**config.mk**
```make
export PLATFORM = sky130hd
export DESIGN_NAME = serial_magnitude_comparator
export DESIGN_NICKNAME = d
export VERILOG_FILES = /design/src/rtl/serial_magnitude_comparator.sv
export SDC_FILE = /design/constraint.sdc
export NUM_CORES = 1
export LEC_CHECK = 0
export CAP_MARGIN = 20
export CORE_UTILIZATION = 50
export DETAILED_ROUTE_END_ITERATION = 7
export PLACE_DENSITY = 0.87
export SYNTH_ARGS = -nofsm -noshare
export SYNTH_HDL_FRONTEND = slang
export SYNTH_SLANG_ARGS = --single-unit
```
**constraint.sdc**
```tcl
create_clock -name clk -period 2.9 [get_ports clk]
set_clock_uncertainty 0.2 [all_clocks]
set_input_delay 0.58 -clock clk [delete_from_list [all_inputs] [get_ports clk]]
set_output_delay 0.58 -clock clk [all_outputs]
set_load 0.005 [all_outputs]
```
**src/rtl/serial_magnitude_comparator.sv**
```systemverilog
// Bit-serial MSB-first magnitude comparator: eq/lt/gt, A-zero flag and bit-cycle count.
// Define SERIAL_CMP_SIGNED_EN to treat operands as two's complement.
module serial_magnitude_comparator #(
  parameter int WIDTH = 6
) (
  input  logic                         clk,
  input  logic                         rst_n,
  input  logic                         start,
  input  logic [WIDTH-1:0]             a,
  input  logic [WIDTH-1:0]             b,
  output logic                         busy,
  output logic                         done,
  output logic                         eq,
  output logic                         lt,
  output logic                         gt,
  output logic                         a_zero,
  output logic [$clog2(WIDTH+1)-1:0]   cycles
);

  localparam int CW = $clog2(WIDTH+1);
  localparam int IW = $clog2(WIDTH);

  typedef enum logic [1:0] {
    IDLE = 2'd0,
    SCAN = 2'd1,
    DONE = 2'd2
  } state_t;

  state_t           state, state_nxt;
  logic [WIDTH-1:0] a_q, b_q;
  logic [IW-1:0]    idx;
  logic             bit_a, bit_b, bit_diff, idx_last;
  logic [1:0]       pol;

  assign bit_a    = a_q[idx];
  assign bit_b    = b_q[idx];
  assign bit_diff = bit_a ^ bit_b;
  assign idx_last = (idx == '0);

  // {lt, gt} when the current bit pair differs; the sign bit flips polarity in signed mode
  always_comb begin
`ifdef SERIAL_CMP_SIGNED_EN
    pol = (idx == IW'(WIDTH-1)) ? {bit_a, bit_b} : {bit_b, bit_a};
`else
    pol = {bit_b, bit_a};
`endif
  end

  always_ff @(posedge clk or negedge rst_n) begin
    if (!rst_n) begin
      state <= IDLE;
    end else begin
      state <= state_nxt;
    end
  end

  always_comb begin
    state_nxt = state;
    case (state)
      IDLE:    if (start) state_nxt = SCAN;
      SCAN:    if (bit_diff || idx_last) state_nxt = DONE;
      DONE:    state_nxt = IDLE;
      default: state_nxt = IDLE;
    endcase
  end

  always_comb begin
    busy = (state == SCAN);
    done = (state == DONE);
  end

  always_ff @(posedge clk or negedge rst_n) begin
    if (!rst_n) begin
      a_q    <= '0;
      b_q    <= '0;
      idx    <= '0;
      eq     <= 1'b0;
      lt     <= 1'b0;
      gt     <= 1'b0;
      a_zero <= 1'b0;
      cycles <= '0;
    end else begin
      case (state)
        IDLE: begin
          if (start) begin
            a_q    <= a;
            b_q    <= b;
            a_zero <= ~|a;
            idx    <= IW'(WIDTH-1);
            eq     <= 1'b0;
            lt     <= 1'b0;
            gt     <= 1'b0;
            cycles <= '0;
          end
        end
        SCAN: begin
          cycles <= cycles + CW'(1);
          if (bit_diff) begin
            lt <= pol[1];
            gt <= pol[0];
          end else if (idx_last) begin
            eq <= 1'b1;
          end else begin
            idx <= idx - IW'(1);
          end
        end
        default: ;
      endcase
    end
  end

endmodule

```
Word-level counts from Yosys, hierarchy flattened
Cells that the tools add are included.
W data, S select, Z words.
Word-level totals
  flip-flop bits (word level): 24
  output and inout bits: 9
  logic and storage cells: 54
Operators by class
  add/subtract/negate cells: 2
  magnitude comparators: 1
  eq/ne operators: 8
  mux-type cells: 21
  bitwise gates (word level): 1
  reductions and logical operators: 12
Operator list (count)
  $mux W3: 4
  $pmux W3 S2: 2
  $reduce_and A4 Y1: 2
  $mux W1: 7
  $bmux W1 S3: 2
  $ne A2 B1 Y1 const B: 3
  $ne A2 B2 Y1 const B: 3
  $pmux W1 S2: 3
  $reduce_and A2 Y1: 3
  $reduce_or A6 Y1: 1
  $lt A3 B4 Y1 const B: 1
  $mux W2: 2
  $pmux W2 S2: 1
  $add A3 B1 Y3 const B: 1
  $logic_not A3 Y1: 1
  $reduce_and A3 Y1: 1
  $sub A3 B1 Y3 const B: 1
  $eq A2 B1 Y1 const B: 1
  $eq A2 B2 Y1 const B: 1
  $logic_not A2 Y1: 1
  $reduce_bool A2 Y1: 1
  $logic_not A1 Y1: 1
  $logic_or A1 B1 Y1: 1
  $xor A1 B1 Y1: 1

Logic depth before layout (Yosys ltp)
  depth after elaboration: 6
  mapped depth: 7
  mapped depth without buffers: 6

Least setup slack after synthesis
Ideal clock, no wire load.
  path kind: register to register
  from: reg idx[0]
  to: reg state[0]
  library setup time: 124 ps
  arrival time: 1927 ps
  required time: 2576 ps
  path slack: 649 ps
  stages on the path, launching flop included: 7
  clock period less this slack: 2251 ps
  cells stage by stage: dfrtp_1 -> buf_6 -> mux4_2 -> nor2b_4 -> a221o_2 -> and3_4 -> or2_1
Between the ends
  longest elaborated chain between the ends: 6
  elaborated cells between the ends (all ways): 9
  those cells by class: 1 x eq/ne; 4 x mux; 1 x bitwise; 3 x reduce/logical
RTL lines
  from (decl): RTL line 31  | logic [IW-1:0] idx;
  from (signal assigned): RTL line 89  | idx <= IW'(WIDTH-1);
  from (signal assigned): RTL line 104  | idx <= idx - IW'(1);
  $bmux W1 S3 (on tied branches): RTL line 35, 36
  $mux W1 (on tied branches): RTL line 35, 36
  $xor A1 B1 Y1: RTL line 37  | assign bit_diff = bit_a ^ bit_b;
  $logic_or A1 B1 Y1 (*): RTL line 61  | SCAN: if (bit_diff || idx_last) state_nxt = DONE;
  $ne A2 B1 Y1 (no line) (*)
  $reduce_and A2 Y1 (no line) (*)
  to (signal assigned): RTL line 53  | state <= state_nxt;
  to (decl): RTL line 29  | state_t state, state_nxt;
Every way passes the cells marked *; elsewhere a longest branch is shown, timed or not. The select of a mux whose other input is x is not followed.
A chain may end at the register's enable or synchronous reset.

Worst setup path after layout
  from: reg state[1]
  to: out busy
Between the ends
  longest elaborated chain between the ends: 1
RTL lines
  $eq A2 B1 Y1: RTL line 68  | busy = (state == SCAN);
  to (decl): RTL line 11  | output logic busy,
Every way passes these cells.

==> impl_metrics.json <==
{
  "p_switching_mw": 0.584,
  "gp_congestion": 0.844,
  "cp.arrival_ps": 1800,
  "cts_buffer_depth": 2,
  "synth_area_leaders": "dfrtp_1 50%, nand2_1 13%, mux2i_1 3.3%",
  "cap_violations": 0,
  "clock.fmax_mhz": 387,
  "grt_max_degree": 25,
  "cp_slowest_stage_delay_ps": 560,
  "tns_ps": 0,
  "drt-initial-drc-count": 12,
  "synth_top_family_by_area": "simple AND/OR/NAND/NOR gates",
  "p_int_mw": 0.979,
  "status": "finished, final reports clean",
  "p_total_mw": 1.56,
  "cts_tree": "built",
  "ys_seq_area_share_pct": 49.9,
  "worstPathRequired_ps": 2120,
  "layout_commonest_cell": "nand2_1",
  "period_needed_ps": 2580,
  "rsz0062_at_grt": "false",
  "p_seq_share_pct": 37.6,
  "firstDrtPassIters": 4,
  "dp_slack_ps": 489,
  "slowest_stage": "clkdlybuf4s50_1",
  "routed_wl_um": 2210,
  "synth_cells": 122,
  "initial_utilization_pct": 53.9,
  "leakagePower_nw": 0.700,
  "path_buf_inv": 2,
  "synth_simple_gate_area_share_pct": 23.2,
  "synthAdderAreaFrac_pct": 3.12,
  "syn-cell-area_um2": 1200,
  "route.detailed.drc": 0,
  "cts_buffers": 3,
  "cts.sinks": 24,
  "root_buffer": "clkbuf_4",
  "dieArea_um2": 2610,
  "crit_type": "flip-flop to output pin",
  "path_delay_family": "buffers and inverters",
  "setup_ws_ps": 315,
  "area_growth_syn_to_layout_pct": 23.4,
  "synth_ff_type": "dfrtp_1",
  "worstPathMaxFanout": 9,
  "insertedDiodeCount": 0,
  "combPwrFrac_pct": 46.9,
  "synth_top_area_share_pct": 49.9,
  "drive_above_1_share_pct": 8.28,
  "setup_violations": 0,
  "crit_chain": "nand2b_1 > inv_1 > clkdlybuf4s50_1",
  "ys_warn_count": 0,
  "postCtsSetupBuffers": 0,
  "fin_nets": 164,
  "avgSynthCellArea_um2": 9.87,
  "hold_violations": 0,
  "vias_per_cell": 5.24,
  "min_path_type": "flip-flop to flip-flop",
  "synth_compound_area_share_pct": 9.67,
  "muxShareOfSynthArea_pct": 7.38,
  "ys_seq_elements": 24,
  "synth-xor-area-share_pct": 2.18,
  "critPathCaptureType": "output pin",
  "num_vias": 906,
  "fp-row-count": 17,
  "nFillCells": 188,
  "relSlewSlack_pct": 61.4,
  "finalCritPeriodShare_pct": 89.1,
  "hold_buffers": 0,
  "synth_edf_count": 0,
  "wire_per_inst_um": 12.8,
  "ir_drop_uv": 572,
  "die_w_um": 51.1,
  "antenna_found_initial": 0,
  "timing.final.max_slew_violations": 0,
  "grt_pass1_vias": 903,
  "clk_pin_slew_worst_paths_ps": 130,
  "ctsResizeCount": 0,
  "synth-async-reset-ratio_pct": 100,
  "ant_nets": 0,
  "dp_hpwl_um": 1630,
  "die_h_um": 51.1,
  "grtUsageTotal_pct": 20.3,
  "synth.distinct_cells": 34,
  "overflow": 0,
  "grt_pass1_wl_um": 3950,
  "worst_pin_slew_ps": 577,
  "htree_levels": 1,
  "synth_top_area_cell": "dfrtp_1",
  "io_pins": 24,
  "coreArea_um2": 2230,
  "io_buffers": 23,
  "start_kind": "flip-flop",
  "power.switching_fraction_pct": 37.4,
  "layout_common_cells": "42 x nand2_1, 24 x dfrtp_1, 23 x clkdlybuf4s50_1, 10 x nor2_1, 4 x mux2i_1",
  "clock_latency_ps": 310,
  "syn_nets": 140,
  "power.density_nw_per_um2": 1050,
  "clkPwrFrac_pct": 15.5
}
## logic make-up (layout without fill, tap and decap cells)
logic type	count (synthesis)	count (layout)
xor+xnor	3	3
compound gates	15	15
flops	24	24
fa+ha+maj	3	3
buf+inv	8	31
simple gates	63	63
mux	6	6
## power by group through the flow
stage	clock network [mW]	registers, mW	logic (mW)
finish	0.242	0.588	0.733
global route	0.256	0.612	0.827
CTS	0.243	0.591	0.735
detailed placement	0	0.599	0.730
global placement	0	0.591	0.693
floorplan	0	0.562	0.565
## state kept, by name (all words and copies together), names as in the netlist
register / cells
a_q: 6
a_zero: 1
eq: 1
gt: 1
idx: 3
lt: 1
cycles: 3
state: 2
b_q: 6
## cells in the mapped netlist (3+ instances only)
| library cell | number |
|---|---|
| mux2i_1 | 4 |
| dfrtp_1 | 24 |
| inv_1 | 3 |
| ha_1 | 3 |
| nor2_1 | 10 |
| nand2_1 | 42 |
## cell type report
cell class / count / area, um2 / area share, %
multi-input cells: 90 / 548 / 36.9
repair buffers: 24 / 238 / 16.0
clock buffers: 3 / 22.5 / 1.52
well taps: 28 / 35.0 / 2.36
inverters: 3 / 11.3 / 0.758
clock inverters: 1 / 30.0 / 2.02
flip-flops and latches: 24 / 601 / 40.4
## worst register-to-register path: stages (launching register included)
cell     delay, ps
dfrtp_1        520
mux4_2         580
nor2b_4        160
a221o_2        460
and3_4         220
or2_1          200
## metal layers
metal | vias to the layer above | global-route usage [%] | wire length (um)
met3 | 3 | 2.98 | 91
li1 | 458 | - | -
met5 | - | 0 | 0
met4 | 0 | 4.63 | 16
met2 | 25 | 37.3 | 1120
met1 | 420 | 25.0 | 989
## worst paths after layout
kind                          start        to  slack [ps]  depth (start not counted)
max in group asynchronous     rst_n    a_q[1]        1860                          2
setup / recovery           state[1]      busy         320                          3
setup reg to reg             idx[0]  state[0]         470                          5
hold reg to reg              a_q[0]    a_q[0]         290                          2
min in group asynchronous     rst_n        eq         410                          2
hold / removal               a_q[0]    a_q[0]         290                          2
## stage by stage
step	instances	hold slack, ps	utilization, %	cell area (um2)
2_1_floorplan	122	84.4	-	1200
3_3_place_gp	169	255	64.1	1430
3_5_place_dp	169	263	64.1	1430
4_1_cts	173	295	66.5	1490
5_1_grt	173	318	66.5	1490
6_report	173	289	66.5	1490
Note: power is estimated with default switching activity, not from simulation.
